<file path="config.mk">
export PLATFORM = sky130hd
export DESIGN_NAME = mem_arbiter
export DESIGN_NICKNAME = d
export VERILOG_FILES = /design/src/rtl/bf8b_pkg.sv /design/src/rtl/arb_pick2.sv /design/src/rtl/mem_arbiter.sv
export SDC_FILE = /design/constraint.sdc
export NUM_CORES = 1
export LEC_CHECK = 0
export BUFFER_PORTS_ARGS = -buffer_cell sky130_fd_sc_hd__buf_2
export CORE_ASPECT_RATIO = 0.5
export CORE_MARGIN = 3
export CORE_UTILIZATION = 47
export DETAILED_ROUTE_END_ITERATION = 16
export GPL_TIMING_DRIVEN = 1
export PLACE_DENSITY_LB_ADDON = 0.15
export SYNTH_ARGS = -nofsm -noshare
export SYNTH_HDL_FRONTEND = slang
export SYNTH_SLANG_ARGS = --single-unit
</file>
<file path="constraint.sdc">
create_clock -name clk -period 2.1 [get_ports clk]
set_input_delay 0.315 -clock clk [delete_from_list [all_inputs] [get_ports clk]]
set_output_delay 0.315 -clock clk [all_outputs]
set_load 0.03 [all_outputs]
</file>
<file path="src/rtl/bf8b_pkg.sv">
// Shared types for the memory arbiter.
//   state_t : arbiter control states (IDLE / BUSY / DONE)
//   gnt_t   : requester identifiers used for the grant and the round-robin memory
package bf8b_pkg;

  typedef enum logic [1:0] {
    ST_IDLE = 2'd0,
    ST_BUSY = 2'd1,
    ST_DONE = 2'd2
  } state_t;

  typedef enum logic {
    GNT_FETCH = 1'b0,
    GNT_EXEC  = 1'b1
  } gnt_t;

endpackage

</file>
<file path="src/rtl/arb_pick2.sv">
// Two-way round-robin tie-break (combinational).
//   req0  : fetch request
//   req1  : exec request
//   last  : requester granted most recently
//   grant : chosen requester; only meaningful when req0 or req1 is high
module arb_pick2
  import bf8b_pkg::*;
(
  input  logic req0,
  input  logic req1,
  input  gnt_t last,
  output gnt_t grant
);

  always_comb begin
    grant = GNT_FETCH;
    if (req0 && req1) begin
      // On a tie, the requester that did not win last time goes first.
      grant = (last == GNT_FETCH) ? GNT_EXEC : GNT_FETCH;
    end else if (req1) begin
      grant = GNT_EXEC;
    end
  end

endmodule

</file>
<file path="src/rtl/mem_arbiter.sv">
// Arbitrates a fetch (read-only) port and an exec (read/write) port onto one
// shared memory port, one transaction at a time, with round-robin tie-break.
//   clk, rst_n                               : clock, async active-low reset
//   fetch_req/addr -> fetch_ready/data       : fetch read port
//   exec_req/addr/we/wdata -> exec_ready/rdata: exec read/write port
//   mem_req/addr/we/data_out <- mem_data_in/mem_ready : shared memory port
//   busy                                     : high whenever not IDLE
module mem_arbiter
  import bf8b_pkg::*;
#(
  parameter int ADDR_W = 8,
  parameter int DATA_W = 8
) (
  input  logic              clk,
  input  logic              rst_n,
  input  logic              fetch_req,
  input  logic [ADDR_W-1:0] fetch_addr,
  output logic              fetch_ready,
  output logic [DATA_W-1:0] fetch_data,
  input  logic              exec_req,
  input  logic [ADDR_W-1:0] exec_addr,
  input  logic              exec_we,
  input  logic [DATA_W-1:0] exec_wdata,
  output logic              exec_ready,
  output logic [DATA_W-1:0] exec_rdata,
  output logic              mem_req,
  output logic [ADDR_W-1:0] mem_addr,
  output logic              mem_we,
  output logic [DATA_W-1:0] mem_data_out,
  input  logic [DATA_W-1:0] mem_data_in,
  input  logic              mem_ready,
  output logic              busy
);

  state_t state, state_nxt;
  gnt_t   gnt, gnt_nxt;
  gnt_t   last, last_nxt;
  gnt_t   pick;

  logic              mem_req_nxt, mem_we_nxt;
  logic [ADDR_W-1:0] mem_addr_nxt;
  logic [DATA_W-1:0] mem_data_out_nxt;
  logic              fetch_ready_nxt, exec_ready_nxt;
  logic [DATA_W-1:0] fetch_data_nxt, exec_rdata_nxt;
  logic              gnt_req;

  arb_pick2 u_pick (
    .req0  (fetch_req),
    .req1  (exec_req),
    .last  (last),
    .grant (pick)
  );

  assign busy    = (state != ST_IDLE);
  assign gnt_req = (gnt == GNT_FETCH) ? fetch_req : exec_req;

  always_ff @(posedge clk or negedge rst_n) begin
    if (!rst_n) begin
      state        <= ST_IDLE;
      gnt          <= GNT_FETCH;
      last         <= GNT_FETCH;
      mem_req      <= 1'b0;
      mem_addr     <= '0;
      mem_we       <= 1'b0;
      mem_data_out <= '0;
      fetch_ready  <= 1'b0;
      exec_ready   <= 1'b0;
      fetch_data   <= '0;
      exec_rdata   <= '0;
    end else begin
      state        <= state_nxt;
      gnt          <= gnt_nxt;
      last         <= last_nxt;
      mem_req      <= mem_req_nxt;
      mem_addr     <= mem_addr_nxt;
      mem_we       <= mem_we_nxt;
      mem_data_out <= mem_data_out_nxt;
      fetch_ready  <= fetch_ready_nxt;
      exec_ready   <= exec_ready_nxt;
      fetch_data   <= fetch_data_nxt;
      exec_rdata   <= exec_rdata_nxt;
    end
  end

  always_comb begin
    state_nxt        = state;
    gnt_nxt          = gnt;
    last_nxt         = last;
    mem_req_nxt      = mem_req;
    mem_addr_nxt     = mem_addr;
    mem_we_nxt       = mem_we;
    mem_data_out_nxt = mem_data_out;
    fetch_ready_nxt  = fetch_ready;
    exec_ready_nxt   = exec_ready;
    fetch_data_nxt   = fetch_data;
    exec_rdata_nxt   = exec_rdata;

    unique case (state)
      ST_IDLE: begin
        if (fetch_req || exec_req) begin
          gnt_nxt     = pick;
          mem_req_nxt = 1'b1;
          state_nxt   = ST_BUSY;
          if (pick == GNT_FETCH) begin
            mem_addr_nxt     = fetch_addr;
            mem_we_nxt       = 1'b0;
            mem_data_out_nxt = '0;
          end else begin
            mem_addr_nxt     = exec_addr;
            mem_we_nxt       = exec_we;
            mem_data_out_nxt = exec_wdata;
          end
        end
      end

      ST_BUSY: begin
        if (mem_ready) begin
          mem_req_nxt = 1'b0;
          if (gnt_req) begin
            state_nxt = ST_DONE;
            if (gnt == GNT_FETCH) begin
              fetch_ready_nxt = 1'b1;
              fetch_data_nxt  = mem_data_in;
            end else begin
              exec_ready_nxt = 1'b1;
              if (!mem_we) exec_rdata_nxt = mem_data_in;
            end
          end else begin
            // Requester gave up mid-transaction: finish silently, but the
            // memory slot was still consumed, so it counts as the last grant.
            state_nxt = ST_IDLE;
            last_nxt  = gnt;
          end
        end
      end

      ST_DONE: begin
        if (!gnt_req) begin
          fetch_ready_nxt = 1'b0;
          exec_ready_nxt  = 1'b0;
          last_nxt        = gnt;
          state_nxt       = ST_IDLE;
        end
      end

      default: state_nxt = ST_IDLE;
    endcase
  end

endmodule

</file>
==> results of run 1 <==
==> flip-flops by register name (all words and copies together) (netlist names) <==
register,count
mem_req,1
mem_we,1
fetch_ready,1
fetch_data,8
mem_addr,8
exec_ready,1
mem_data_out,8
gnt,1
exec_rdata,8
state,2
last,1
==> layout make-up <==
type                       count  area share [%]
clock buffer                   6           3.642
clock inverter                 2          0.4415
multi-input combinational     85           31.29
inverter                       3          0.4967
tap                           48           2.649
sequential                    40           44.15
timing repair buffer          77           17.33
==> kinds of logic after synthesis <==
group,after synthesis,share of synthesized area [%]
buffers and inverters,7,1.937
muxes,27,17.07
DFF,40,57.39
and+or+nand+nor,24,8.394
AOI/OAI and AO/OA,30,12.34
adders and majority gates,4,2.870
==> stage by stage <==
stage	util, %	total power (uW)	std cells
after floorplan	-	2788	132
after detailed placement	66.74	3389	253
after global routing	69.59	4145	261
after CTS	69.59	3917	261
final	69.59	3876	261
after global placement	66.74	3325	253
==> worst paths after layout <==
| kind | startpoint | end | slack (ns) | cells past startpoint |
|---|---|---|---|---|
| setup / recovery | state[1] | exec_rdata[4] | 0.28 | 5 |
| min in group clk | exec_wdata[7] | mem_data_out[7] | 0.24 | 2 |
| setup reg to reg | state[1] | exec_rdata[4] | 0.28 | 5 |
| hold reg to reg | mem_addr[5] | mem_addr[5] | 0.48 | 2 |
| max in group asynchronous | rst_n | fetch_data[7] | 1.67 | 2 |
| hold / removal | rst_n | mem_data_out[6] | 0.07 | 2 |
==> cell usage after synthesis (all sizes together), types with 3 or more instances <==
cell | count | area (um2)
dfrtp | 40 | 1001
mux2 | 19 | 217.7
o21ai | 14 | 70.06
nand2 | 12 | 45.04
a22o | 9 | 78.83
mux2i | 8 | 80.08
buf | 4 | 22.52
ha | 4 | 50.05
inv | 3 | 11.26
nor2 | 3 | 35.03
nor2b | 3 | 18.77
==> metal layers <==
metal  track usage (%)  vias up  routed length, um  share of wire, %
met1             22.18      642               1712                46
li1                  -      632                  -                 -
met3             7.550        5                364               9.8
met4             2.956        0                 30              0.81
met2             28.50       53               1590                43
met5                 0        -                  0                 0
==> worst max-delay path, cell delays in order, from the launching register on <==
cell	delay [ns]
dfrtp_1	0.40
inv_1	0.12
ha_1	0.32
nand4_1	0.22
nor2_4	0.27
mux2_2	0.37
==> power by group through the flow <==
stage / Clock, uW / Sequential (uW) / Combinational (uW)
3_3_place_gp: 0 / 1330 / 1990
4_1_cts: 534 / 1340 / 2040
5_1_grt: 571 / 1390 / 2180
6_report: 518 / 1340 / 2020
2_1_floorplan: 0 / 2000 / 783
3_5_place_dp: 0 / 1350 / 2040
==> impl_metrics.json, run 1 <==
{
  "yosysWarningCount": 0,
  "setup_viol": 0,
  "antenna_found_initial": 0,
  "status": "finished clean",
  "die_height_um": 49.08,
  "n_fill_cell": 270,
  "antenna_left": 0,
  "mappedNetlistNets": 174,
  "syn_inst": 132,
  "crit_fanout": 9,
  "yosysUniqueCellTypes": 29,
  "crit_type": "reg2reg",
  "start_util_pct": 53.53,
  "fin_crit_ns": 1.819,
  "worstPathArrival_ns": 1.99,
  "power_leakage_uw": 0.001168,
  "clock_skew_ns": 0.007152,
  "power_switching_share_pct": 45.17,
  "p_int_uw": 2125,
  "drt-vias-per-instance": 5.103,
  "rows": 14,
  "clock_latency_ns": 0.29,
  "ys_seq_area_share_pct": 57.39,
  "maxCapViolations": 0,
  "io_buffer_count": 74,
  "dpl.hpwl_mm": 2.789,
  "ioPinCount": 75,
  "synth-edff-count": 0,
  "worst_slack_ns": 0.2812,
  "grt_pass1_wl_mm": 6.334,
  "postLayoutCellArea_um2": 2267,
  "max-slew-margin-rel_pct": 66.49,
  "avgSynthCellArea_um2": 13.21,
  "cts_tree": "done",
  "layout_common_cells": "74 x buf_2, 40 x dfrtp_1, 18 x mux2_2",
  "dp_slack_ns": 0.2787,
  "die_x_um": 92.15,
  "seqPwrFrac_pct": 34.5,
  "synth-seq-cells": 40,
  "grt_overflow_total": 0,
  "ctsResizeCount": 0,
  "syn_to_final_growth_pct": 29.99,
  "fin_nets": 254,
  "netlist_area_um2": 1744,
  "die_area_um2": 4522,
  "critPathLaunchType": "flip-flop",
  "holdWs_ns": 0.07118,
  "seqCellArea_um2": 1001,
  "route.detailed.wl_per_inst_um": 14.17,
  "worstPathRequired_ns": 2.27,
  "yosys_most_used_dff": "dfrtp_1",
  "grt_util_all_layers_pct": 17.50,
  "min_period_over_period_pct": 86.61,
  "grt_setup_unrepaired": "no",
  "layout_commonest_cell": "buf_2",
  "async_reset_ff_share_pct": 100.0,
  "place_area_um2": 2175,
  "cts.sink_count": 40,
  "hold_viol": 0,
  "irDropWorstVdd_mv": 0.9836,
  "grt_max_degree": 41,
  "tightest_slew_ns": 0.5027,
  "fin_tns_setup_ns": 0,
  "htree_levels": 2,
  "p_sw_uw": 1751,
  "grt_pass1_vias": 1374,
  "drive_gt1_share_pct": 52.11,
  "p_per_area_nw_per_um2": 1710,
  "p_comb_share_pct": 52.1,
  "cts_buffer_depth": 2,
  "max_freq_mhz": 549.8,
  "finalWirelength_mm": 3.698,
  "insertedDiodeCount": 0,
  "critPathCaptureType": "flip-flop",
  "dr.pass1.iters": 4,
  "drt_iter0_drc": 26,
  "cts_hold_buf": 0,
  "post-cts-setup-buffers": 0,
  "hold_class": "in2async",
  "multiInputGateArea_um2": 709.4,
  "coreArea_um2": 3258,
  "vias": 1332,
  "clkTransAtPathRegs_ns": 0.08,
  "maxSlewViolCount": 0,
  "place.gp.congestion": 0.6950,
  "cts_buffers": 5,
  "p_clk_share_pct": 13.4,
  "route.detailed.drc": 0,
  "cts_root_buffer": "clkbuf_8"
}
No activity file was read; power rests on OpenSTA's default activity.
==> run 2: changes to the inputs <==
--- a/config.mk
+++ b/config.mk
@@ -5,11 +5,12 @@
 export SDC_FILE = /design/constraint.sdc
 export NUM_CORES = 1
 export LEC_CHECK = 0
-export BUFFER_PORTS_ARGS = -buffer_cell sky130_fd_sc_hd__buf_2
+export ABC_AREA = 1
 export CORE_ASPECT_RATIO = 0.5
 export CORE_MARGIN = 3
 export CORE_UTILIZATION = 47
 export DETAILED_ROUTE_END_ITERATION = 16
+export DONT_BUFFER_PORTS = 1
 export GPL_TIMING_DRIVEN = 1
 export PLACE_DENSITY_LB_ADDON = 0.15
 export SYNTH_ARGS = -nofsm -noshare
==> run 2 against run 1 <==
Compared with the run above: clock skew down 0.0026 ns; final cell count up 4.6%; utilization down 13 points; power down 6.9%; largest power group is now sequential cells; design area down 11%; combinational power down 56%; first-iteration DRC count up 110%; synthesized area up 4.2%; worst hold slack better by 0.079 ns; largest cell class unchanged.
==> impl_metrics.json, run 2 <==
{
  "status": "finished clean",
  "grt_pass1_wl_mm": 6.306,
  "grt_overflow_total": 0,
  "die_x_um": 93.96,
  "fin_nets": 264,
  "max_freq_mhz": 617.7,
  "finalWirelength_mm": 3.802,
  "fin_tns_setup_ns": 0,
  "worstPathArrival_ns": 1.80,
  "setup_viol": 0,
  "drt-vias-per-instance": 4.777,
  "maxSlewViolCount": 0,
  "p_per_area_nw_per_um2": 1786,
  "crit_path_frequent_cell": "inv_1",
  "dr.pass1.iters": 4,
  "io_buffer_count": 0,
  "hold_class": "in2reg",
  "holdWs_ns": 0.1504,
  "synthMuxAreaShare_pct": 0,
  "maxCapViolations": 0,
  "drt_iter0_drc": 55,
  "synth-simple-area-share_pct": 20.37,
  "avgSynthCellArea_um2": 8.378,
  "layout_commonest_cell": "nand2_1",
  "clock_latency_ns": 0.29,
  "power_leakage_uw": 0.001098,
  "insertedDiodeCount": 0,
  "crit_type": "reg2reg",
  "rows": 15,
  "place.gp.congestion": 0.8968,
  "yosysWarningCount": 0,
  "cts_hold_buf": 2,
  "ioPinCount": 75,
  "grt_util_all_layers_pct": 17.49,
  "antenna_found_initial": 0,
  "placed_cells_incl_taps": 264,
  "synth_xor_area_share_pct": 0,
  "post-cts-setup-buffers": 0,
  "route.detailed.drc": 0,
  "synth_top_family_by_area": "simple AND/OR/NAND/NOR gates",
  "yosys_most_used_dff": "dfrtp_1",
  "route.detailed.wl_per_inst_um": 13.93,
  "syn_inst": 217,
  "max_stage_delay_ns": 0.41,
  "dpl.hpwl_mm": 2.754,
  "synth-edff-count": 0,
  "synthAdderAreaFrac_pct": 2.753,
  "max-slew-margin-rel_pct": 69.96,
  "worstPathRequired_ns": 2.28,
  "clock_skew_ns": 0.004528,
  "min_period_over_period_pct": 77.09,
  "clkTransAtPathRegs_ns": 0.08,
  "mappedNetlistNets": 259,
  "die_height_um": 49.98,
  "cts_root_buffer": "clkbuf_8",
  "coreArea_um2": 3566,
  "tightest_slew_ns": 0.4495,
  "start_util_pct": 50.98,
  "grt_max_degree": 41,
  "antenna_left": 0,
  "netlist_area_um2": 1818,
  "synthTopCellsByCount": "71 x nand2_1, 40 x dfrtp_1, 37 x inv_1",
  "cts.sink_count": 40,
  "ctsResizeCount": 0,
  "n_fill_cell": 326,
  "vias": 1304,
  "critPathLaunchType": "flip-flop",
  "critPathSlowestCell": "dfrtp_1",
  "synth-seq-cells": 40,
  "htree_levels": 2,
  "async_reset_ff_share_pct": 100.0,
  "crit_path_cell_trace": "inv_1 > ha_1 > inv_1 > a21oi_2 > buf_4 > nand3_1 > o21a_1",
  "hold_viol": 0,
  "cts_tree": "done",
  "ys_seq_area_share_pct": 55.06,
  "die_area_um2": 4696,
  "synth_area_leader_cell": "dfrtp_1",
  "yosysMostFrequentCell": "nand2_1",
  "cts_buffers": 5,
  "synth_compound_area_share_pct": 11.84,
  "synth.top_cell.area_share_pct": 55.06,
  "irDropWorstVdd_mv": 0.8804,
  "syn_to_final_growth_pct": 11.15,
  "drive_gt1_share_pct": 7.207,
  "instances_no_fill": 273,
  "fin_crit_ns": 1.619,
  "crit_fanout": 11,
  "seqCellArea_um2": 1001,
  "grt_pass1_vias": 1328,
  "cts_buffer_depth": 2,
  "layout_common_cells": "71 x nand2_1, 40 x dfrtp_1, 37 x inv_1",
  "critPathCaptureType": "flip-flop",
  "multiInputGateArea_um2": 635.6,
  "ys_top_cells_by_area": "dfrtp_1 55%, nand2_1 15%, inv_1 7.6%, o21ai_1 5.2%, nand3_1 3.6%",
  "grt_setup_unrepaired": "no",
  "yosysUniqueCellTypes": 17
}
-- run 2: changes by cell type after synthesis, moves of 8 or more --
cell,change
nand2_1,+59
inv_1,+34
mux2_2,-18
o21ai_1,+18
nand3_1,+13
a22o_1,-9
mux2i_1,-8
-- run 2: path summary, 6_finish.rpt --
kind,from,end,slack [ns],cells after the start
setup / recovery,state[0],mem_addr[7],0.48,7
hold / removal,exec_wdata[6],mem_data_out[6],0.15,2
setup reg to reg,state[0],mem_addr[7],0.48,7
hold reg to reg,last,last,0.51,2
max in group asynchronous,rst_n,exec_rdata[4],1.40,2
min in group asynchronous,rst_n,mem_data_out[1],0.51,2
-- run 2: final cells by class --
class | instances | area share (%)
inverter | 41 | 7.616
timing repair buffer | 3 | 1.858
multi-input combinational | 131 | 31.46
sequential | 40 | 49.54
tap | 51 | 3.158
clock buffer | 5 | 3.406
clock inverter | 2 | 2.972
-- run 2: worst max-delay path, delay by kind of cell (launching register included) --
family          cells  cell delay, ns
flops               1            0.41
simple gates        1            0.08
compound gates      2            0.28
fa+ha+maj           1            0.23
buf+inv             3            0.50
-- run 2: logic make-up after synthesis --
group	after synthesis
buffers and inverters	46
adder cells (fa/ha/maj)	4
flip-flops	40
AO/OA/AOI/OAI	38
AND/OR/NAND/NOR	89
-- run 2: through the flow --
stage	area (um2)	setup slack (ns)	power [uW]	utilization, %
finish	2021	0.4811	3609	56.67
global route	2021	0.3291	3871	56.67
CTS	2021	0.4709	3643	56.67
detailed placement	1862	0.4939	2881	52.21
global placement	1862	0.5075	2842	52.21
floorplan	1818	0.6172	2655	-
-- run 2: per-layer routing --
layer  wire (um)  vias to the layer above  global-route usage, %
met1        1759                      580                  22.36
met3         285                        2                  8.079
met5           0                        -                      0
li1            -                      684                      -
met4          19                        0                  4.317
met2        1738                       38                  27.03
-- run 2: report_power, final --
part / switching, uW / internal, uW
Clock: 271 / 468
Sequential: 873 / 1110
Combinational: 569 / 318
